[src/rtl/serial_subtractor_pkg.sv]
// Shared types for the bit-serial subtractor: controller state encoding.
package serial_subtractor_pkg;

    typedef enum logic [1:0] {
        IDLE  = 2'd0,
        SHIFT = 2'd1,
        DONE  = 2'd2
    } state_e;

endpackage

[src/rtl/serial_subtractor_if.sv]
// Operand/result bundle with start/busy/done handshake; ovf exists only with SERIAL_SUBTRACTOR_OVF_EN.
interface serial_subtractor_if #(parameter int N = 4);

    logic         start;
    logic [N-1:0] a;
    logic [N-1:0] b;
    logic         bin;
    logic         busy;
    logic         done;
    logic [N-1:0] d;
    logic         bout;
`ifdef SERIAL_SUBTRACTOR_OVF_EN
    logic         ovf;

    modport master (output start, a, b, bin, input busy, done, d, bout, ovf);
    modport slave  (input start, a, b, bin, output busy, done, d, bout, ovf);
`else
    modport master (output start, a, b, bin, input busy, done, d, bout);
    modport slave  (input start, a, b, bin, output busy, done, d, bout);
`endif

endinterface

[src/rtl/serial_subtractor_full_subtractor.sv]
// One-bit full subtractor cell: d = a - b - bin, purely combinational.
module full_subtractor (
    input  logic a,
    input  logic b,
    input  logic bin,
    output logic d,
    output logic bout
);

    assign d    = a ^ b ^ bin;
    assign bout = (~a & b) | (~(a ^ b) & bin);

endmodule

[src/rtl/serial_subtractor.sv]
// Bit-serial d = a - b - bin, LSB first, one cell + borrow flop; ovf port with SERIAL_SUBTRACTOR_OVF_EN.
// Latency N cycles from accepting edge to done; start is ignored (not queued) while busy.
module serial_subtractor
    import serial_subtractor_pkg::*;
#(
    parameter int N = 4
) (
    input  logic               clk,
    input  logic               rst_n,
    serial_subtractor_if.slave io
);

    localparam int            CW   = $clog2(N);
    localparam logic [CW-1:0] LAST = CW'(N - 1);

    state_e        state_q;
    state_e        state_nx;
    logic [CW-1:0] cnt_q;
    logic [N-1:0]  a_sr;
    logic [N-1:0]  b_sr;
    logic [N-1:0]  r_sr;
    logic [N-1:0]  r_nx;
    logic [N-1:0]  d_q;
    logic          br_q;
    logic          bout_q;
    logic          diff;
    logic          br_nx;
    logic          accept;
    logic          last;
    logic          busy_c;
    logic          done_c;

    full_subtractor u_cell (
        .a    (a_sr[0]),
        .b    (b_sr[0]),
        .bin  (br_q),
        .d    (diff),
        .bout (br_nx)
    );

    assign accept = (state_q != SHIFT) && io.start;
    assign last   = (state_q == SHIFT) && (cnt_q == LAST);
    // New difference bit enters at the MSB; after N shifts bit 0 sits at the LSB.
    assign r_nx   = N'({diff, r_sr} >> 1);

    always_ff @(posedge clk or negedge rst_n) begin
        if (!rst_n) state_q <= IDLE;
        else        state_q <= state_nx;
    end

    always_comb begin
        state_nx = state_q;
        case (state_q)
            IDLE, DONE: state_nx = io.start ? SHIFT : IDLE;
            SHIFT:      state_nx = last ? DONE : SHIFT;
            default:    state_nx = IDLE;
        endcase
    end

    always_comb begin
        busy_c = 1'b0;
        done_c = 1'b0;
        case (state_q)
            SHIFT:   busy_c = 1'b1;
            DONE:    done_c = 1'b1;
            default: ;
        endcase
    end

    always_ff @(posedge clk or negedge rst_n) begin
        if (!rst_n) begin
            cnt_q  <= '0;
            a_sr   <= '0;
            b_sr   <= '0;
            r_sr   <= '0;
            br_q   <= 1'b0;
            d_q    <= '0;
            bout_q <= 1'b0;
        end else if (accept) begin
            cnt_q <= '0;
            a_sr  <= io.a;
            b_sr  <= io.b;
            br_q  <= io.bin;
        end else if (state_q == SHIFT) begin
            cnt_q <= cnt_q + 1'b1;
            a_sr  <= a_sr >> 1;
            b_sr  <= b_sr >> 1;
            r_sr  <= r_nx;
            br_q  <= br_nx;
            if (last) begin
                d_q    <= r_nx;
                bout_q <= br_nx;
            end
        end
    end

`ifdef SERIAL_SUBTRACTOR_OVF_EN
    logic ovf_q;

    // On the last shift br_q is the borrow into the MSB and br_nx the borrow out of it.
    always_ff @(posedge clk or negedge rst_n) begin
        if (!rst_n)    ovf_q <= 1'b0;
        else if (last) ovf_q <= br_q ^ br_nx;
    end

    assign io.ovf = ovf_q;
`endif

    assign io.busy = busy_c;
    assign io.done = done_c;
    assign io.d    = d_q;
    assign io.bout = bout_q;

endmodule

[src/flat_wrapper.sv]
// flat-port wrapper written by rule: the top's interface ports become plain ports
module serial_subtractor_flat import serial_subtractor_pkg::*;
#(
    parameter int N = 4
)
  (clk, rst_n, io_start, io_a, io_b, io_bin, io_busy, io_done, io_d, io_bout);
  serial_subtractor_if #(.N(N)) io_i ();
  input  logic clk;
  input  logic rst_n;
  input wire logic [$bits(io_i.start)-1:0] io_start;
  input wire logic [$bits(io_i.a)-1:0] io_a;
  input wire logic [$bits(io_i.b)-1:0] io_b;
  input wire logic [$bits(io_i.bin)-1:0] io_bin;
  output wire logic [$bits(io_i.busy)-1:0] io_busy;
  output wire logic [$bits(io_i.done)-1:0] io_done;
  output wire logic [$bits(io_i.d)-1:0] io_d;
  output wire logic [$bits(io_i.bout)-1:0] io_bout;
  assign io_i.start = io_start;
  assign io_i.a = io_a;
  assign io_i.b = io_b;
  assign io_i.bin = io_bin;
  assign io_busy = io_i.busy;
  assign io_done = io_i.done;
  assign io_d = io_i.d;
  assign io_bout = io_i.bout;
  serial_subtractor #(.N(N)) u_core (.clk(clk), .rst_n(rst_n), .io(io_i));
endmodule
[config.mk]
export PLATFORM = sky130hd
export DESIGN_NAME = serial_subtractor_flat
export DESIGN_NICKNAME = d
export VERILOG_FILES = /design/src/rtl/serial_subtractor_pkg.sv /design/src/rtl/serial_subtractor_if.sv /design/src/rtl/serial_subtractor_full_subtractor.sv /design/src/rtl/serial_subtractor.sv /design/src/flat_wrapper.sv
export SDC_FILE = /design/constraint.sdc
export NUM_CORES = 1
export LEC_CHECK = 0
export ABC_AREA = 1
export BUFFER_PORTS_ARGS = -buffer_cell sky130_fd_sc_hd__clkbuf_2
export CELL_PAD_IN_SITES_DETAIL_PLACEMENT = 0
export CELL_PAD_IN_SITES_GLOBAL_PLACEMENT = 1
export CORE_UTILIZATION = 36
export CTS_CLUSTER_DIAMETER = 150
export CTS_CLUSTER_SIZE = 12
export DETAILED_ROUTE_END_ITERATION = 6
export PLACE_DENSITY = 0.81
export SYNTH_ARGS = -nofsm -noshare
export SYNTH_HDL_FRONTEND = slang
export SYNTH_SLANG_ARGS = --single-unit
[constraint.sdc]
create_clock -name clk -period 1.25 [get_ports clk]
set_clock_uncertainty 0.15 [all_clocks]
set_input_delay 0.25 -clock clk [delete_from_list [all_inputs] [get_ports clk]]
set_output_delay 0.25 -clock clk [all_outputs]
set_load 0.005 [all_outputs]
==> results.py, run 1 <==
metrics = {
    "status": {
        "status": "finished, violations left",
        "failed_checks": "setup timing",
    },
    "floorplanning": {
        "coreArea_mm2": 0.00254,
        "dieHeight_um": 54.7,
        "die_w_um": 54.7,
        "initial_utilization_pct": 39.3,
        "io_pins": 19,
        "die_area_mm2": 0.00299,
        "fp-row-count": 18,
    },
    "finish": {
        "n_antenna_cell": 0,
        "drive_gt1_share_pct": 40.9,
        "finalNetCount": 147,
        "syn_to_final_growth_pct": 22.4,
        "n_fill_cell": 261,
    },
    "synth": {
        "syn-cell-area_um2": 1000,
        "synth_nets": 117,
        "syn_area_per_cell_um2": 9.71,
        "ys.warnings.count": 0,
        "ys_ff_latch": 21,
        "netlist_instances": 103,
        "ys_types": 19,
        "seq_area_frac_synth_pct": 52.6,
    },
    "clocking": {
        "cts_tree": "done",
        "clockBufferDepth": 2,
        "cts.sinks": 21,
        "numCtsBuffers": 3,
        "ctsRootBufferMaster": "clkbuf_4",
        "insertion_delay_ns": 0.31,
        "clk_pin_slew_worst_paths_ns": 0.12,
        "cts_max_level": 1,
    },
    "critical_path": {
        "end_kind": "primary output",
        "startpoint_type": "flip-flop",
        "cpLargestDelayFamily": "flip-flops",
        "arrival_ns": 1.01,
        "cp_cell_sequence": "nor2_4, clkbuf_2",
        "r2r-start": "u_core.b_sr[0]$_DFFE_PN0P_",
        "slowest_delay_ns": 0.44,
        "cp_num_buf_inv": 1,
        "path_max_fanout": 2,
        "worstPathRequired_ns": 0.85,
        "startpoint": "u_core.state_q[1]$_DFF_PN0_",
        "path_class": "flip-flop to primary output",
        "cp_slowest_cell": "dfrtp_1",
    },
    "global_route": {
        "grt_pass1_wl_um": 3360,
        "grt_usage_pct": 16.6,
        "gr-total-overflow": 0,
        "grt_max_degree": 22,
        "grt_pass1_vias": 757,
        "grt_antenna_before_repair": 0,
    },
    "sta": {
        "worst_slew_pin_slew_ns": 0.535,
        "rsz0062_at_grt": "true",
        "final-hold-violation-count": 0,
        "period_minus_slack_ns": 1.41,
        "max_freq_ghz": 0.708,
        "setup_viol": 4,
        "slew_headroom_pct": 64.4,
        "finalWorstSetupSlack_ns": -0.163,
        "maxSlewViolCount": 0,
        "fin_crit_sh_pct": 113,
        "finalSetupTns_ns": -0.401,
    },
    "detailed_routing": {
        "drt_first_pass_iters": 4,
        "via_count": 793,
        "via_per_inst": 4.90,
        "ant_nets": 0,
        "routed_wl_um": 2010,
        "wl_per_cell_um": 12.4,
        "first_iter_violations": 17,
        "route.detailed.drc": 0,
    },
    "pwr": {
        "vdd_ir_drop_max_mv": 1.15,
        "total_power_mw": 2.95,
        "static-leakage-power_nw": 0.657,
        "p_per_area_mw_per_mm2": 2410,
    },
    "placed_design": {
        "dp_hpwl_um": 1210,
        "port-buffer-count": 18,
        "place_ws_ns": -0.0552,
        "place_congestion": 0.668,
    },
    "worst_hold_path": {
        "min_from": "io_a[3]",
        "hold_class": "input port to flip-flop",
    },
    "job": {
        "drv_cap": 0,
    },
}
where the power goes:
part / internal [mW] / switching (mW) / total [mW]
Clock: 0.119 / 0.215 / 0.335
Sequential: 0.976 / 0.191 / 1.17
Combinational: 0.642 / 0.808 / 1.45
Total: 1.74 / 1.21 / 2.95
synth_stat cells:
cell type,instances,area [um2]
nor2_1,1,3.75
buf_2,1,5.00
dfrtp_1,21,526
nand3_1,21,105
nand2_1,25,93.8
o21ai_1,2,10.0
fa_1,1,20.0
nand3_2,6,60.1
nand2_2,7,43.8
nand2_4,1,11.3
o22ai_1,1,6.26
buf_4,1,7.51
ha_1,1,12.5
inv_1,7,26.3
inv_2,1,3.75
nor2_4,2,22.5
buf_8,1,15.0
buf_6,2,22.5
o21ai_0,1,5.00
registers in the layout, summed over array words and instances, names as in the netlist:
register        cells
u_core.io.d         4
u_core.cnt_q        2
u_core.state_q      2
u_core.r_sr         3
u_core.a_sr         4
u_core.b_sr         4
u_core.br_q         1
u_core.io.bout      1
worst paths after layout:
check,end,slack (ns),depth (start not counted)
setup / recovery,io_busy,-0.16,2
hold / removal,u_core.a_sr[3]$_DFFE_PN0P_,0.01,3
setup reg to reg,u_core.r_sr[3]$_DFFE_PN0P_,-0.06,4
hold reg to reg,u_core.io.d[0]$_DFFE_PN0P_,0.34,2
max in group asynchronous,u_core.cnt_q[0]$_DFFE_PN0P_,0.31,2
min in group asynchronous,u_core.io.d[1]$_DFFE_PN0P_,0.29,2
per-stage QoR:
stage | utilization [%] | instance area [um2] | instances | hold WS (ns)
4_1_cts | 47.3 | 1200 | 160 | 0.00233
2_1_floorplan | - | 1000 | 103 | -0.196
5_1_grt | 48.1 | 1220 | 162 | 0.0189
3_5_place_dp | 43.5 | 1110 | 150 | 0.104
6_report | 48.1 | 1220 | 162 | 0.0106
3_3_place_gp | 43.5 | 1110 | 150 | 0.0991
repair_timing:
| item | in CTS | in global routing |
|---|---|---|
| hold buffers | 1 | 0 |
| gates resized for setup | 5 | 3 |
| gates cloned | 2 | 0 |
| hold endpoints to repair | 21 | 0 |
| setup buffers | 3 | 2 |
| endpoints found under the setup margin | 9 | 21 |
| pin swaps | 8 | 7 |
layout make-up:
class                      instances  area [um2]  share of cell area [%]
timing repair buffer              28         175                    14.3
multi-input combinational         71         428                    35.0
inverter                           8        30.0                    2.45
clock buffer                       3        22.5                    1.84
sequential                        21         526                    42.9
clock inverter                     1        5.00                   0.409
tap                               30        37.5                    3.07
worst reg2reg max path, delay by kind of cell (launching register included):
family / cells / cell delay [ns]
and+or+nand+nor: 2 / 0.11
DFF: 1 / 0.38
adders and majority gates: 1 / 0.57
buffers and inverters: 1 / 0.05
placed cells by master, fill, tap and decap left out:
| cell type | n |
|---|---|
| nand2_1 | 25 |
| o22ai_1 | 1 |
| nor2_4 | 2 |
| dfrtp_1 | 21 |
| clkbuf_4 | 3 |
| nand3_1 | 21 |
| buf_4 | 7 |
| buf_2 | 1 |
| nand2_8 | 1 |
| o21ai_0 | 1 |
| clkbuf_2 | 17 |
| ha_1 | 1 |
| inv_1 | 4 |
| o21ai_1 | 2 |
| inv_2 | 4 |
| fa_2 | 1 |
| nand2_4 | 2 |
| nor2_1 | 1 |
| buf_6 | 2 |
| nand3_2 | 6 |
| dlygate4sd3_1 | 1 |
| nand2_2 | 7 |
| clkinv_2 | 1 |
metal layers:
metal	up-vias	part of all wire, %	GRT usage (%)
met2	19	51	29.5
met3	2	4.1	5.00
met1	378	44	19.1
met4	0	0.60	3.85
met5	-	0	0
li1	394	-	-
kinds of logic after synthesis:
| family | after synthesis | share of synthesized area [%] |
|---|---|---|
| adders and majority gates | 2 | 3.25 |
| buffers and inverters | 13 | 8.01 |
| DFF | 21 | 52.6 |
| AOI/OAI and AO/OA | 4 | 2.13 |
| and+or+nand+nor | 63 | 34.0 |
Note: power is estimated with default switching activity, not from simulation.
==> run 2: changes to the inputs <==
- RECOVER_POWER: not set -> 100
==> results.py, run 2 (synthesis gave the netlist of run 1 again) <==
metrics = {
    "finish": {
        "final_common_cell": "nand2_1",
        "multi_input_area_um2": 428,
        "syn_to_final_growth_pct": 22.0,
        "final_util_pct": 47.9,
        "n_fill_cell": 263,
        "finalNetCount": 147,
        "final_cell_mix": "25 x nand2_1, 21 x nand3_1, 21 x dfrtp_1",
        "n_antenna_cell": 0,
        "drive_gt1_share_pct": 40.9,
        "seq_area_um2": 526,
        "final_area_mm2": 0.00122,
        "finalNonFillerCells": 162,
    },
    "placed_design": {
        "dp_cells": 150,
        "placed_area_mm2": 0.00111,
        "dp_hpwl_um": 1210,
        "place_congestion": 0.668,
        "port-buffer-count": 18,
        "place_ws_ns": -0.0552,
    },
    "clocking": {
        "clk_pin_slew_worst_paths_ns": 0.12,
        "cts_tree": "done",
        "ctsRootBufferMaster": "clkbuf_4",
        "insertion_delay_ns": 0.31,
        "cts_max_level": 1,
        "cts.sinks": 21,
        "numCtsBuffers": 3,
        "clockBufferDepth": 2,
    },
    "floorplanning": {
        "initial_utilization_pct": 39.3,
        "io_pins": 19,
        "fp-row-count": 18,
        "die_w_um": 54.7,
        "die_area_mm2": 0.00299,
        "coreArea_mm2": 0.00254,
        "dieHeight_um": 54.7,
    },
    "pwr": {
        "p_sw_mw": 1.21,
        "p_sw_share_pct": 41.2,
        "p_seq_share_pct": 39.6,
        "total_power_mw": 2.94,
        "static-leakage-power_nw": 0.656,
        "vdd_ir_drop_max_mv": 1.14,
        "clock_power_share_pct": 11.4,
        "internal_power_mw": 1.73,
        "p_per_area_mw_per_mm2": 2410,
        "p_comb_share_pct": 49.0,
    },
    "sta": {
        "finalWorstSetupSlack_ns": -0.163,
        "fin_crit_sh_pct": 113,
        "maxSlewViolCount": 0,
        "worst_slew_pin_slew_ns": 0.535,
        "final-hold-violation-count": 0,
        "rsz0062_at_grt": "true",
        "finalSetupTns_ns": -0.515,
        "slew_headroom_pct": 64.4,
        "setup_viol": 9,
        "max_freq_ghz": 0.708,
        "period_minus_slack_ns": 1.41,
        "whs_ns": 0.0108,
    },
    "detailed_routing": {
        "drt_first_pass_iters": 4,
        "wl_per_cell_um": 12.4,
        "route.detailed.drc": 0,
        "via_per_inst": 4.88,
        "via_count": 790,
        "ant_nets": 0,
        "routed_wl_um": 2010,
        "first_iter_violations": 17,
    },
    "critical_path": {
        "worstPathRequired_ns": 0.85,
        "path_class": "flip-flop to primary output",
        "arrival_ns": 1.01,
        "end_kind": "primary output",
        "startpoint_type": "flip-flop",
        "path_max_fanout": 2,
    },
    "worst_hold_path": {
        "hold_class": "input port to flip-flop",
    },
    "status": {
        "status": "finished, violations left",
        "failed_checks": "setup timing",
    },
    "job": {
        "drv_cap": 0,
    },
    "global_route": {
        "grt_max_degree": 22,
        "grt_pass1_wl_um": 3360,
        "gr-total-overflow": 0,
        "grt_antenna_before_repair": 0,
        "grt_usage_pct": 16.6,
        "grt_pass1_vias": 757,
    },
}
## run 2: cell type report
class,count,share of cell area [%]
Clock buffer,3,1.85
Clock inverter,1,0.410
Inverter,8,2.46
Multi-Input combinational cell,71,35.1
Sequential cell,21,43.1
Tap cell,30,3.08
Timing Repair Buffer,28,14.1
## run 2: critical path, stage by stage, from the launching register on
cell and delay (ns):
dfrtp_1 0.44, nor2_4 0.14, clkbuf_2 0.13
## run 2: routing by layer
metal / vias to the layer above / track usage, % / wire (um)
met5: - / 0 / 0
met4: 0 / 3.85 / 12
met3: 2 / 5.00 / 82
met2: 19 / 29.5 / 1020
met1: 376 / 19.1 / 888
li1: 393 / - / -
## run 2: final timing paths
path	slack (ns)	startpoint	endpoint	cells past startpoint
max	-0.16	u_core.state_q[1]$_DFF_PN0_	io_busy	2
min	0.01	io_a[3]	u_core.a_sr[3]$_DFFE_PN0P_	3
max reg2reg	-0.06	u_core.b_sr[0]$_DFFE_PN0P_	u_core.r_sr[3]$_DFFE_PN0P_	4
min reg2reg	0.34	u_core.r_sr[1]$_DFFE_PN0P_	u_core.io.d[0]$_DFFE_PN0P_	2
max in group asynchronous	0.31	rst_n	u_core.cnt_q[0]$_DFFE_PN0P_	2
min in group asynchronous	0.29	rst_n	u_core.io.d[1]$_DFFE_PN0P_	2
## run 2: power by group through the flow
stage          clock network, mW  logic [mW]  registers [mW]
6_report                   0.335        1.44            1.17
5_1_grt                    0.371        1.64            1.20
4_1_cts                    0.350        1.40            1.17
3_5_place_dp                   0        1.17            1.19
3_3_place_gp                   0        1.14            1.17
2_1_floorplan                  0       0.947            1.16
## run 2: repair_timing
| action | CTS | global route |
|---|---|---|
| pin swaps | 8 | 7 |
| setup endpoints to repair | 9 | 21 |
| gates cloned | 2 | 0 |
| buffers inserted | 3 | 2 |
| hold endpoints to repair | 21 | 0 |
| resized for setup | 5 | 3 |
| hold buffers | 1 | 0 |
==> run 3: changes to the inputs <==
- HOLD_SLACK_MARGIN: not set -> 0.06
==> results.py, run 3 (synthesis gave the netlist of run 1 again) <==
metrics = {
    "status": {
        "status": "finished, violations left",
        "failed_checks": "setup timing",
    },
    "clocking": {
        "cts_tree": "done",
        "numCtsBuffers": 3,
        "insertion_delay_ns": 0.31,
        "clockBufferDepth": 2,
        "ctsRootBufferMaster": "clkbuf_4",
        "cts.sinks": 21,
        "cts_max_level": 1,
        "clk_pin_slew_worst_paths_ns": 0.12,
    },
    "critical_path": {
        "startpoint_type": "flip-flop",
        "r2r_slack_ns": -0.05,
        "cp_slowest_cell": "dfrtp_1",
        "cp_num_buf_inv": 1,
        "worstPathRequired_ns": 0.85,
        "path_class": "flip-flop to primary output",
        "cpLargestDelayFamily": "flip-flops",
        "end_kind": "primary output",
        "path_max_fanout": 2,
        "cp_cell_sequence": "nor2_4, clkbuf_2",
        "arrival_ns": 1.01,
        "r2r-start": "u_core.b_sr[0]$_DFFE_PN0P_",
        "r2r_end": "u_core.r_sr[3]$_DFFE_PN0P_",
        "slowest_delay_ns": 0.44,
        "r2r_cells": 4,
    },
    "detailed_routing": {
        "wl_per_cell_um": 12.1,
        "via_per_inst": 4.75,
        "ant_nets": 0,
        "routed_wl_um": 2070,
        "drt_first_pass_iters": 4,
        "route.detailed.drc": 0,
        "via_count": 813,
        "first_iter_violations": 19,
    },
    "job": {
        "drv_cap": 0,
    },
    "finish": {
        "finalNonFillerCells": 171,
        "n_antenna_cell": 0,
        "finalNetCount": 156,
        "final_common_cell": "nand2_1",
        "n_fill_cell": 252,
        "syn_to_final_growth_pct": 31.0,
        "final_area_mm2": 0.00131,
        "final_cell_mix": "25 x nand2_1, 21 x nand3_1, 21 x dfrtp_1",
        "drive_gt1_share_pct": 38.3,
    },
    "floorplanning": {
        "die_area_mm2": 0.00299,
        "fp-row-count": 18,
        "die_w_um": 54.7,
        "initial_utilization_pct": 39.3,
        "coreArea_mm2": 0.00254,
        "dieHeight_um": 54.7,
        "io_pins": 19,
    },
    "sta": {
        "max_freq_ghz": 0.707,
        "worst_slew_pin_slew_ns": 0.535,
        "fin_crit_sh_pct": 113,
        "finalWorstSetupSlack_ns": -0.164,
        "finalSetupTns_ns": -0.520,
        "setup_viol": 9,
        "slew_headroom_pct": 64.3,
        "maxSlewViolCount": 0,
        "period_minus_slack_ns": 1.41,
        "final-hold-violation-count": 0,
        "rsz0062_at_grt": "true",
    },
    "global_route": {
        "grt_usage_pct": 17.1,
        "grt_max_degree": 22,
        "grt_antenna_before_repair": 0,
        "gr-total-overflow": 0,
        "grt_pass1_vias": 797,
        "grt_pass1_wl_um": 3480,
    },
    "worst_hold_path": {
        "hold_class": "input port to flip-flop",
        "holdPathEnd": "u_core.a_sr[3]$_DFFE_PN0P_",
        "min_path_cells": 4,
        "min_from": "io_start",
    },
    "pwr": {
        "p_per_area_mw_per_mm2": 2260,
        "vdd_ir_drop_max_mv": 1.15,
        "static-leakage-power_nw": 0.693,
    },
    "placed_design": {
        "place_congestion": 0.668,
        "placed_area_mm2": 0.00111,
        "port-buffer-count": 18,
        "dp_cells": 150,
        "dp_hpwl_um": 1210,
    },
}
-- run 3: cell types whose count changed in the layout (fill, tap and decap cells not counted) --
| cell | delta |
|---|---|
| dlygate4sd3_1 | +9 |
-- run 3: worst reg2reg max path, cell delays in order, from the launching register on --
cell,delay [ns]
dfrtp_1,0.38
inv_2,0.05
fa_2,0.57
nand2_1,0.05
nand2_1,0.06
-- run 3: area by class of cell --
class,instances,area (um2),share of cell area (%)
sequential,21,526,40.1
multi-input combinational,71,428,32.7
inverter,8,30.0,2.29
clock buffer,3,22.5,1.72
clock inverter,1,5.00,0.382
timing repair buffer,37,262,20.0
tap,30,37.5,2.87
-- run 3: report_power, final --
part	switching, mW	internal [mW]	total, mW	leakage, nW
clock network	0.215	0.120	0.334	0.0177
registers	0.190	0.976	1.17	0.266
logic	0.811	0.654	1.46	0.409
total	1.22	1.75	2.96	0.693
-- run 3: repair_timing --
action                                  4_1_cts  5_1_grt
hold buffers                                 10        0
gates resized for setup                       5        3
endpoints found under the setup margin        9       21
pin swaps                                     8        7
cloned                                        2        0
endpoints found under the hold margin        30        0
buffers inserted                              3        2
-- run 3: per-layer routing --
metal,track usage [%],part of all wire [%],vias up
met5,0,0,-
met4,3.85,0.58,0
met3,5.00,4.0,2
met2,31.5,51,19
met1,19.0,44,381
li1,-,-,411
-- run 3: worst max-delay path by stage --
stage	start	to	depth (start not counted)
CTS	u_core.state_q[0]$_DFF_PN0_	io_busy	3
detailed placement	u_core.a_sr[0]$_DFFE_PN0P_	u_core.r_sr[3]$_DFFE_PN0P_	3
global route	u_core.state_q[1]$_DFF_PN0_	io_busy	2
global placement	u_core.a_sr[0]$_DFFE_PN0P_	u_core.io.d[3]$_DFFE_PN0P_	3
floorplan	u_core.a_sr[0]$_DFFE_PN0P_	u_core.io.d[3]$_DFFE_PN0P_	3
finish	u_core.state_q[1]$_DFF_PN0_	io_busy	2
-- run 3: stage by stage --
stage | hold WS (ns) | setup WS, ns | utilization (%) | power, mW
after floorplan | -0.196 | 0.00801 | - | 2.11
after global placement | 0.0991 | -0.00780 | 43.5 | 2.31
after detailed placement | 0.104 | -0.0552 | 43.5 | 2.36
after CTS | 0.185 | -0.181 | 50.9 | 2.94
after global routing | 0.221 | -0.209 | 51.5 | 3.24
final | 0.195 | -0.164 | 51.5 | 2.96
